[config.mk]
export PLATFORM = sky130hd
export DESIGN_NAME = sar_seq_ctrl
export DESIGN_NICKNAME = d
export VERILOG_FILES = /design/src/rtl/sar_pkg.sv /design/src/rtl/sar_trial_shift.sv /design/src/rtl/sar_seq_ctrl.sv
export SDC_FILE = /design/constraint.sdc
export NUM_CORES = 1
export LEC_CHECK = 0
export BUFFER_PORTS_ARGS = -buffer_cell sky130_fd_sc_hd__buf_2
export CORE_UTILIZATION = 47
export DETAILED_ROUTE_END_ITERATION = 16
export GPL_ROUTABILITY_DRIVEN = 0
export PLACE_DENSITY = 0.74
export SKIP_CTS_REPAIR_TIMING = 1
export SKIP_LAST_GASP = 1
export SLEW_MARGIN = 30
export SYNTH_ARGS = -nofsm -noshare
export SYNTH_HDL_FRONTEND = slang
export SYNTH_HIERARCHICAL = 1
export SYNTH_SLANG_ARGS = --single-unit
[constraint.sdc]
create_clock -name clk -period 1.8 [get_ports clk]
set_clock_uncertainty 0.1 [all_clocks]
set_input_delay 0.09 -clock clk [delete_from_list [all_inputs] [get_ports clk]]
set_output_delay 0.09 -clock clk [all_outputs]
set_load 0.01 [all_outputs]
[src/rtl/sar_pkg.sv]
// Shared types and constants for the successive-approximation sequencer.
package sar_pkg;

    localparam int unsigned NBITS_MIN         = 2;
    localparam int unsigned NBITS_MAX         = 16;
    localparam int unsigned SAMPLE_CYCLES_MIN = 1;
    localparam int unsigned SAMPLE_CYCLES_MAX = 15;

    // Counter width when the sampling window is as long as it can be.
    localparam int unsigned SAMPLE_CNT_W_MAX  = $clog2(SAMPLE_CYCLES_MAX + 1);

    typedef enum logic [2:0] {
        ST_IDLE,
        ST_SAMPLE,
        ST_HOLD,
        ST_CONV,
        ST_DONE
    } sar_state_e;

    // Keeps an out-of-range sampling window inside the supported range.
    function automatic int unsigned clamp_sample_cycles(input int unsigned n);
        if (n < SAMPLE_CYCLES_MIN) return SAMPLE_CYCLES_MIN;
        if (n > SAMPLE_CYCLES_MAX) return SAMPLE_CYCLES_MAX;
        return n;
    endfunction

    function automatic int unsigned sample_cnt_width(input int unsigned n);
        return $clog2(n + 1);
    endfunction

endpackage

[src/rtl/sar_trial_shift.sv]
// One-hot bit-trial shift register: load MSB, shift toward LSB, clear.
module sar_trial_shift #(
    parameter int unsigned NBITS = 6
) (
    input  logic             clk,
    input  logic             rst,
    input  logic             load,
    input  logic             shift,
    input  logic             clear,
    output logic [NBITS-1:0] trial,
    output logic [NBITS-1:0] trialb,
    output logic [NBITS-1:0] trial_next_c,
    output logic             last_c
);

    localparam logic [NBITS-1:0] TRIAL_MSB = {1'b1, {(NBITS-1){1'b0}}};

    // Clear wins so an aborted or finished conversion never leaves a bit lit.
    always_comb begin
        trial_next_c = trial;
        if (clear) begin
            trial_next_c = '0;
        end else if (load) begin
            trial_next_c = TRIAL_MSB;
        end else if (shift) begin
            trial_next_c = trial >> 1;
        end
    end

    // The complement is its own register so both strobes switch on the same edge.
    always_ff @(posedge clk or posedge rst) begin
        if (rst) begin
            trial  <= '0;
            trialb <= '1;
        end else begin
            trial  <= trial_next_c;
            trialb <= ~trial_next_c;
        end
    end

    assign last_c = trial[0];

endmodule

[src/rtl/sar_seq_ctrl.sv]
// SAR ADC sequencer: sample/hold/bit-trial control and result capture.
module sar_seq_ctrl
    import sar_pkg::*;
#(
    parameter int unsigned NBITS         = 6,
    parameter int unsigned SAMPLE_CYCLES = 1
) (
    input  logic             clk,
    input  logic             rst,
    input  logic             start,
    input  logic             cont,
    input  logic             abort,
    input  logic             comp_out,
    output logic             sample,
    output logic             comp_en,
    output logic             rs,
    output logic [NBITS-1:0] trial,
    output logic [NBITS-1:0] trialb,
    output logic [NBITS-1:0] dac_code,
    output logic [NBITS-1:0] result,
    output logic             valid,
    output logic             busy
);

    localparam int unsigned      SAMPLE_N = clamp_sample_cycles(SAMPLE_CYCLES);
    localparam int unsigned      CNT_W    = sample_cnt_width(SAMPLE_N);
    localparam logic [CNT_W-1:0] CNT_LAST = CNT_W'(SAMPLE_N - 1);

    sar_state_e       state_q;
    sar_state_e       state_d;
    logic [CNT_W-1:0] cnt_q;
    logic [CNT_W-1:0] cnt_d;
    logic [NBITS-1:0] code_q;
    logic [NBITS-1:0] code_d;
    logic [NBITS-1:0] result_d;
    logic [NBITS-1:0] trial_next_c;
    logic             trial_last_c;
    logic             trial_load;
    logic             trial_shift;
    logic             trial_clear;

    sar_trial_shift #(
        .NBITS (NBITS)
    ) u_trial_shift (
        .clk          (clk),
        .rst          (rst),
        .load         (trial_load),
        .shift        (trial_shift),
        .clear        (trial_clear),
        .trial        (trial),
        .trialb       (trialb),
        .trial_next_c (trial_next_c),
        .last_c       (trial_last_c)
    );

    // State register.
    always_ff @(posedge clk or posedge rst) begin
        if (rst) begin
            state_q <= ST_IDLE;
        end else begin
            state_q <= state_d;
        end
    end

    // Next state plus next values of the counter, code and result registers.
    always_comb begin
        state_d  = state_q;
        cnt_d    = '0;
        code_d   = code_q;
        result_d = result;

        unique case (state_q)
            ST_IDLE: begin
                if (start) begin
                    state_d = ST_SAMPLE;
                end
            end
            ST_SAMPLE: begin
                if (cnt_q == CNT_LAST) begin
                    state_d = ST_HOLD;
                end else begin
                    cnt_d = cnt_q + CNT_W'(1);
                end
            end
            ST_HOLD: begin
                state_d = ST_CONV;
                code_d  = '0;
            end
            ST_CONV: begin
                // Decision for the bit under test is taken on the edge closing its cycle.
                if (comp_out) begin
                    code_d = code_q | trial;
                end
                if (trial_last_c) begin
                    state_d  = ST_DONE;
                    result_d = code_d;
                end
            end
            ST_DONE: begin
                state_d = cont ? ST_SAMPLE : ST_IDLE;
            end
            default: begin
                state_d = ST_IDLE;
            end
        endcase

        if (abort) begin
            state_d  = ST_IDLE;
            cnt_d    = '0;
            code_d   = '0;
            result_d = result;
        end
    end

    assign trial_load  = (state_q == ST_HOLD) && (state_d == ST_CONV);
    assign trial_shift = (state_q == ST_CONV) && (state_d == ST_CONV);
    assign trial_clear = (state_d != ST_CONV);

    // Datapath and Moore outputs, registered from the next state.
    always_ff @(posedge clk or posedge rst) begin
        if (rst) begin
            cnt_q    <= '0;
            code_q   <= '0;
            result   <= '0;
            dac_code <= '0;
            sample   <= 1'b0;
            comp_en  <= 1'b0;
            rs       <= 1'b0;
            valid    <= 1'b0;
            busy     <= 1'b0;
        end else begin
            cnt_q    <= cnt_d;
            code_q   <= code_d;
            result   <= result_d;
            dac_code <= code_d | trial_next_c;
            sample   <= (state_d == ST_SAMPLE);
            comp_en  <= (state_d == ST_CONV);
            rs       <= (state_d == ST_HOLD);
            valid    <= (state_d == ST_DONE);
            busy     <= (state_d != ST_IDLE);
        end
    end

endmodule

**After elaboration in Yosys (flattened, before gate mapping)**

Cells that the tools add are included.

- Output and inout bits: 29
- Register bits after elaboration: 39
- Logic and storage cells: 46
- Memory bits (read-only): 0
- Input bits: 6
- Latch bits: 0
- Memories kept: 0
- Memory bits (writable): 0

- $mul: 0
- $lt $le $gt $ge: 0
- Bitwise operators: 4
- Equality and inequality tests: 9
- Add/subtract/negate cells: 1
- Divide/modulo/power cells: 0
- Reductions and logical operators: 5
- Shift-type cells: 0
- Mux-type cells: 15

Operators with widths:

| operator | count |
|---|---|
| 6-bit two-way mux | 5 |
| 3-bit one-hot mux with 5 select lines | 1 |
| 3-bit by 2-bit == test with 1-bit output (second input constant) | 4 |
| 3-bit two-way mux | 4 |
| 6-bit bitwise OR | 2 |
| 6-bit one-hot mux with 2 select lines | 1 |
| 3-bit by 1-bit == test with 1-bit output (second input constant) | 2 |
| 3-bit == test (second input constant) | 2 |
| 6-bit inverter | 1 |
| 1-bit two-way mux | 4 |
| 3-bit zero test | 1 |
| 3-bit by 2-bit != test with 1-bit output (second input constant) | 1 |
| 3-bit AND reduction | 1 |
| 3-bit nonzero test | 1 |
| 1-bit logical AND | 2 |
| 1-bit adder (second input constant) | 1 |
| 1-bit inverter | 1 |

**Logic depth before layout (Yosys ltp)**

Gate-level depths: netlist of the first run.

- Depth after elaboration: 9
- Depth in mapped cells: 8
- Depth with buffers taken out: 6

**Cells and area by module**

The synthesis of the first run kept the hierarchy.

By module, submodules not included:

| module | cells each | area an instance (µm²) | instances | sequential area each (µm²) |
|---|---|---|---|---|
| sar_seq_ctrl | 94 | 1,089.8 | 1 | 650.6 |
| sar_trial_shift | 33 | 455.4 | 1 | 307.8 |

**Least setup slack after synthesis of the first run**

No wires, ideal clock.

- Path type: register to register
- Start point: register state_q[2]
- End point: register dac_code[1]
- Arrival: 1.596 ns
- Setup time: 0.124 ns
- Stages on the path, launching flop included: 6
- Buffers on the path: 0
- Slack: -0.019 ns
- Path through: dfrtp_1 -> nor2_1 -> and4b_1 -> mux2_2 -> and2_1 -> o21bai_2

- Longest elaborated chain between the ends: 9
- Elaborated cells on any way between the ends: 20
- Classes of those cells: 6 x eq/ne; 10 x mux; 1 x bitwise; 3 x reduce/logical

RTL lines:

| what | line | source |
|---|---|---|
| start: declaration | sar_seq_ctrl.sv:29 | `sar_state_e state_q;` |
| start signal: assignment | sar_seq_ctrl.sv:61 | `state_q <= state_d;` |
| 3-bit == test (tied with other cells) | sar_seq_ctrl.sv:72 | `unique case (state_q)` |
| 3-bit one-hot mux with 5 select lines | sar_seq_ctrl.sv:72 |  |
| 3-bit two-way mux | sar_seq_ctrl.sv:107 | `if (abort) begin` |
| 3-bit by 2-bit == test with 1-bit output | sar_seq_ctrl.sv:116 | `assign trial_shift = (state_q == ST_CONV) && (state_d == ST_CONV);` |
| 1-bit logical AND (*) | sar_seq_ctrl.sv:116 |  |
| net trial_shift | sar_seq_ctrl.sv:39 | `logic trial_shift;` |
| 6-bit two-way mux (*) | sar_trial_shift.sv:25 | `end else if (shift) begin` |
| 6-bit two-way mux (*) | sar_trial_shift.sv:23 | `end else if (load) begin` |
| 6-bit two-way mux (*) | sar_trial_shift.sv:21 | `if (clear) begin` |
| net trial_next_c[1] | sar_seq_ctrl.sv:36 | `logic [NBITS-1:0] trial_next_c;` |
| 6-bit bitwise OR (*) | sar_seq_ctrl.sv:135 | `dac_code <= code_d \| trial_next_c;` |
| end signal: assignment | sar_seq_ctrl.sv:135 |  |
| end: declaration | sar_seq_ctrl.sv:19 | `output logic [NBITS-1:0] dac_code,` |

The timed path passes the listed nets; every way through them passes the cells marked *.
A chain may end at the register's enable or synchronous reset.

**Worst setup path after layout of the first run**

- Start point: register state_q[2]
- End point: register dac_code[3]

Same word-level chain as after synthesis.

==> reports/qor.csv, run 1 <==
stage,metric,value,unit
power_and_ir_drop,p_sw,0.334,mW
logic_synthesis,ys_seq_area_share,62.0,%
logic_synthesis,synthXorXnorAreaFrac,0,%
power_and_ir_drop,p_seq_share,60.9,%
final_layout,area_growth,21.5,%
sta,timing.final.crit_period,1770,ps
power_and_ir_drop,power.internal,1.10,mW
final_layout,antenna-diode-count,0,
logic_synthesis,syn_area,0.00155,mm²
worst_setup_path,end_kind,register,
clocking,cts_buffers,5,
logic_synthesis,yosysMostFrequentCell,dfrtp_1,
global_routing,grt_pass1_vias,1079,
placed_design,postPlaceCellArea,0.00177,mm²
clocking,clock-sinks,38,
sta,slew_violations,0,
logic_synthesis,synth.avg_cell_area,12.2,µm²
logic_synthesis,synth_fa_ha_area_share,0,%
logic_synthesis,ys.flop_type,dfrtp_1,
logic_synthesis,ys_warn_count,6,
clocking,path_clk_slew,100,ps
global_routing,gr-usage-met3,4.59,%
logic_synthesis,async_flop_share,100,%
sta,slew_headroom,70.1,%
logic_synthesis,synthTopCellsByArea,"dfrtp_1 (52%), dfstp_2 (10%), mux2i_1 (3.9%)",
logic_synthesis,synth_fp_nets,133,
die,start_util,50.2,%
die,rows,20,
sta,rsz0062_at_grt,true,
logic_synthesis,muxShareOfSynthArea,7.53,%
final_layout,fillers,266,
clocking,cts-root-buf,clkbuf_4,
logic_synthesis,synth.distinct_cells,30,
detailed_routing,detail-route-antenna-nets,0,
final_layout,drive_gt1_share,42.8,%
detailed_routing,drt-total-wl,3040,µm
sta,tns,0,ps
clocking,cts_tree,yes,
worst_setup_path,cp-start-kind,register,
power_and_ir_drop,power_leakage,0.961,nW
outcome,status,"complete, no violations",
final_layout,finish.utilization,61.0,%
sta,final_hold_viol_count,0,
power_and_ir_drop,switching_share,23.4,%
worst_setup_path,path_max_fanout,6,
logic_synthesis,synth_edf_count,0,
worst_setup_path,path_class,reg2reg,
global_routing,grtUsageTotal,20.2,%
power_and_ir_drop,ir_worst_vdd,560,µV
global_routing,use_met1,27.3,%
die,die-area,0.00352,mm²
sta,setup_viol,0,
detailed_routing,drt_iter0_markers,40,
clocking,h-tree-depth,2,
job,max_cap_viol_count,0,
placed_design,place.detailed.hpwl,2120,µm
placed_design,port_buffers,34,
final_layout,seq_area,958,µm²
worst_setup_path,required,1930,ps
power_and_ir_drop,power.share.clock,31.4,%
clocking,clockBufferDepth,2,
detailed_routing,viasPerCell,5.04,
global_routing,grt_use_met2,30.5,%
worst_hold_path,min_path_type,in2reg,
detailed_routing,drt-pass1-iter-count,4,
global_routing,grt_max_degree,27,
logic_synthesis,yosys-top-cells-count,"dfrtp_1 (32), nor2_1 (11), inv_1 (9)",
global_routing,grt.busiest_layer,met2,
die,die_width,59.3,µm
detailed_routing,post-route-drc-count,0,
worst_setup_path,arrival,1900,ps
die,die_h,59.3,µm
logic_synthesis,yosysTopAreaCell,dfrtp_1,
detailed_routing,vias,1094,
power_and_ir_drop,power_density,762,mW/mm²
power_and_ir_drop,combPwrFrac,7.7,%
global_routing,grt_pass1_wl,5040,µm
global_routing,antenna_found_initial,0,
die,io_pins,35,
sta,finalCritPeriodShare,98.6,%
logic_synthesis,synth_seq_cells,38,
sta,worst_pin_slew,448,ps
sta,fmax,564,MHz
logic_synthesis,synth_compound_area_share,11.8,%
final_layout,nets,178,
logic_synthesis,synth_top_area_share,51.8,%
die,coreArea,0.00308,mm²
detailed_routing,avgRoutedWirePerCell,14.0,µm
final_layout,multiInputGateArea,499,µm²
clocking,clock_latency,340,ps
logic_synthesis,synthCells,127,
global_routing,overflow,0,
final_layout,final_cell_area,0.00188,mm²
logic_synthesis,synthSimpleGateAreaFrac,12.1,%
logic_synthesis,synth_top_family_by_area,simple AND/OR/NAND/NOR gates,
==> power by group through the flow <==
stage                     Clock, mW  Combinational, mW  Sequential [mW]
after global placement            0             0.0970            0.886
after floorplan                   0             0.0735            0.886
after CTS                     0.469              0.101            0.871
after detailed placement          0              0.101            0.887
final                         0.449              0.110            0.871
after global routing          0.502              0.122            0.873
==> placed cells by master (no fill, tap or decap), types with 2 or more instances in the layout <==
master          n
a21oi_1         7
a31oi_1         8
and2_1          5
and4_1          2
buf_2          34
buf_4           8
clkbuf_4        5
dfrtp_1        32
dfstp_2         6
dlygate4sd3_1   3
inv_1           9
mux2_2          4
mux2i_1         6
nand2_1         7
nor2_1          9
nor2_2          2
o21bai_1        3
o21bai_2        4
or2_2           2
==> layer usage <==
metal | vias to the layer above | routed length (µm)
li1 | 518 | -
met1 | 531 | 1410
met2 | 35 | 1410
met3 | 10 | 146
met4 | 0 | 74
met5 | - | 0
==> stage by stage <==
step           cells  hold slack (ps)  setup slack, ps  total power, mW
2_1_floorplan    127             -150             5.30            0.960
3_3_place_gp     205             17.4             82.0            0.983
3_5_place_dp     205             37.8             19.8            0.988
4_1_cts          213             -349             13.2             1.44
5_1_grt          217            -5.25            -24.0             1.50
6_report         217             4.18             25.7             1.43
==> cell type report <==
cell class / instances / area share [%]
clock buffers: 7 / 2.93
clock inverters: 1 / 0.266
inverters: 9 / 1.80
multi-input cells: 72 / 26.6
flip-flops and latches: 38 / 51.0
well taps: 44 / 2.93
repair buffers: 46 / 14.5
==> critical path, stage by stage (launching register included) <==
cell and delay [ps]:
dfrtp_1 410, nor2_2 110, and4b_2 340, mux2_2 370
and2_1 170, o21bai_2 180
==> sequential cells by signal, summed over array words and instances (netlist names) <==
| name | flops |
|---|---|
| busy | 1 |
| code_q | 6 |
| comp_en | 1 |
| dac_code | 6 |
| result | 6 |
| rs | 1 |
| sample | 1 |
| state_q | 3 |
| u_trial_shift/trial | 6 |
| u_trial_shift/trialb | 6 |
| valid | 1 |
==> kinds of logic (layout without fill, tap and decap cells) <==
logic type             count (synthesis)  in the layout
DFF                                   38             38
and+or+nand+nor                       35             35
AOI/OAI and AO/OA                     26             26
buffers and inverters                 17             63
muxes                                 11             11
==> path summary, 6_finish.rpt <==
| path | to | slack [ps] | start | cells after the start |
|---|---|---|---|---|
| min reg2reg | result[1]$_DFFE_PP0P_ | 420 | result[1]$_DFFE_PP0P_ | 2 |
| max in group asynchronous | u_trial_shift/trialb[0]$_DFF_PP1_ | 1060 | rst | 3 |
| min | busy$_DFF_PP0_ | 4 | cont | 3 |
| max reg2reg | dac_code[3]$_DFF_PP0_ | 30 | state_q[2]$_DFF_PP0_ | 5 |
| max | dac_code[3]$_DFF_PP0_ | 30 | state_q[2]$_DFF_PP0_ | 5 |
| min in group asynchronous | u_trial_shift/trial[1]$_DFF_PP0_ | 190 | rst | 3 |
Power figures use the tool's default switching activity.
==> inputs of run 2 (changes only) <==
- MAX_ROUTING_LAYER: unset -> met4
- REMOVE_ABC_BUFFERS: unset -> 1
==> run 2 against run 1 <==
The flow now finishes with violations (negative hold slack). Worst setup slack improved by 38 ps. Register-to-register slack improved by 40 ps. Maximum frequency increased by 2.2%. Cell area up 0.47%. Die area unchanged. Largest cell class unchanged.
==> reports/qor.csv, run 2 (synthesis results as in run 1) <==
stage,metric,value,unit,change
power_and_ir_drop,ir_worst_vdd,628,µV,was 560 µV
placed_design,dp.cells,206,,was 205
worst_setup_path,cp-start-kind,register,,unchanged
worst_hold_path,min_path_type,in2reg,,unchanged
final_layout,drive_gt1_share,44.3,%,was 42.8%
die,die_width,59.3,µm,unchanged
clocking,clock_latency,340,ps,about the same
worst_setup_path,crit_family,simple AND/OR/NAND/NOR gates,,unchanged
final_layout,final_cell_area,0.00189,mm²,was 0.00188 mm²
die,io_pins,35,,unchanged
die,rows,20,,unchanged
power_and_ir_drop,power_density,767,mW/mm²,was 762 mW/mm²
final_layout,finish.utilization,61.3,%,was 61.0%
power_and_ir_drop,power_leakage,0.966,nW,was 0.961 nW
worst_setup_path,arrival,1880,ps,was 1900 ps
die,die_h,59.3,µm,unchanged
final_layout,nets,179,,was 178
sta,slew_headroom,69.5,%,was 70.1%
final_layout,antenna-diode-count,0,,unchanged
outcome,violations,negative hold slack,,
global_routing,grt_pass1_vias,1070,,was 1079
detailed_routing,post-route-drc-count,0,,unchanged
die,coreArea,0.00308,mm²,unchanged
detailed_routing,drt_iter0_markers,25,,was 40
sta,fmax,576,MHz,was 564 MHz
die,die-area,0.00352,mm²,unchanged
job,max_cap_viol_count,0,,unchanged
placed_design,port_buffers,34,,unchanged
sta,setup_slack,64.0,ps,was 25.7 ps
detailed_routing,detail-route-antenna-nets,0,,unchanged
sta,setup_viol,0,,unchanged
final_layout,layout_common_cells,"buf_2 (34), dfrtp_1 (31), nor2_1 (9), inv_1 (9), buf_4 (9)",,"was buf_2 (34), dfrtp_1 (32), nor2_1 (9), inv_1 (9)"
worst_setup_path,required,1940,ps,was 1930 ps
worst_setup_path,critPathBufInv,0,,unchanged
sta,slew_violations,0,,unchanged
final_layout,final_common_cell,buf_2,,unchanged
sta,finalCritPeriodShare,96.4,%,was 98.6%
worst_setup_path,end_kind,register,,unchanged
placed_design,place_ws,-11.4,ps,was 19.8 ps
sta,worst_pin_slew,457,ps,was 448 ps
final_layout,seq_area,960,µm²,was 958 µm²
clocking,h-tree-depth,2,,unchanged
detailed_routing,drt-pass1-iter-count,4,,unchanged
outcome,status,"finished, violations left",,"was complete, no violations"
clocking,cts_tree,yes,,unchanged
sta,whs,-22.4,ps,was 4.18 ps
global_routing,overflow,0,,unchanged
worst_setup_path,crit_chain,nor2_2 -> and4b_2 -> mux2_2 -> and2_1 -> o21bai_2,,unchanged
final_layout,multiInputGateArea,495,µm²,was 499 µm²
final_layout,final_cell_count_no_fill,218,,was 217
die,start_util,50.2,%,unchanged
worst_setup_path,slowest_delay,400,ps,was 410 ps
worst_setup_path,path_class,reg2reg,,unchanged
worst_setup_path,path_max_fanout,6,,unchanged
clocking,clock-sinks,38,,unchanged
placed_design,postPlaceCellArea,0.00177,mm²,about the same
sta,rsz0062_at_grt,false,,was true
global_routing,grt_pass1_wl,4770,µm,was 5040 µm
clocking,clockBufferDepth,2,,unchanged
sta,timing.final.crit_period,1740,ps,was 1770 ps
final_layout,area_growth,22.1,%,was 21.5%
global_routing,grt_max_degree,27,,unchanged
detailed_routing,drt-total-wl,2890,µm,was 3040 µm
worst_setup_path,r2r_slack,60,ps,was 30 ps
final_layout,fillers,281,,was 266
worst_setup_path,cpMaxStageDelayCell,dfrtp_1,,unchanged
global_routing,antenna_found_initial,0,,unchanged
detailed_routing,vias,1091,,was 1094
placed_design,place.detailed.hpwl,2100,µm,was 2120 µm
clocking,cts_buffers,5,,unchanged
global_routing,grtUsageTotal,19.8,%,was 20.2%
detailed_routing,viasPerCell,5.00,,was 5.04
clocking,path_clk_slew,110,ps,was 100 ps
clocking,cts-root-buf,clkbuf_4,,unchanged
detailed_routing,avgRoutedWirePerCell,13.3,µm,was 14.0 µm
sta,final_hold_viol_count,3,,was 0
## run 2: cell count changes in the layout (fill, tap and decap cells not counted), sizes merged
| cell | before | now |
|---|---|---|
| clkdlybuf4s15 | 1 | 0 |
| clkinvlp | 0 | 1 |
| clkbuf | 7 | 6 |
| buf | 42 | 44 |
## run 2: path summary, 6_finish.rpt
check	from	to	cells past startpoint
worst max-delay path	state_q[2]$_DFF_PP0_	dac_code[2]$_DFF_PP0_	5
max in group asynchronous	rst	u_trial_shift/trialb[5]$_DFF_PP1_	3
worst max register to register	state_q[2]$_DFF_PP0_	dac_code[2]$_DFF_PP0_	5
min in group asynchronous	rst	u_trial_shift/trial[2]$_DFF_PP0_	3
worst min register to register	result[4]$_DFFE_PP0P_	result[4]$_DFFE_PP0P_	2
worst min-delay path	cont	busy$_DFF_PP0_	3
## run 2: area by class of cell
type                            instances  area share (%)
Multi-Input combinational cell         72            26.3
Timing Repair Buffer                   47            14.8
Clock inverter                          2           0.663
Tap cell                               44            2.92
Clock buffer                            6            2.72
Inverter                                9            1.79
Sequential cell                        38            50.9
## run 2: metrics by stage
stage / total power [mW] / setup TNS [ps]
2_1_floorplan: 0.941 / -110
5_1_grt: 1.51 / 0
6_report: 1.45 / 0
3_5_place_dp: 0.989 / -34.9
4_1_cts: 1.46 / -37.1
3_3_place_gp: 0.986 / 0
## run 2: layer usage
layer,global-route usage (%),vias to the layer above,share of wire (%)
li1,-,518,-
met1,22.1,539,43
met2,32.9,29,49
met3,6.11,5,5.4
met4,8.16,0,1.8
met5,-,-,0
## run 2: where the power goes
group          leakage (nW)  total [mW]  internal (mW)  switching (mW)
sequential            0.473       0.872          0.865         0.00747
clock                0.0343       0.466          0.188           0.278
combinational         0.459       0.109         0.0445          0.0647
total                 0.966        1.45           1.10           0.350
## run 2: tightest hold or removal path: cells and delay by family
family,cells,cell delay (ps)
AO/OA/AOI/OAI,1,70
buffers and inverters,1,100
AND/OR/NAND/NOR,1,120
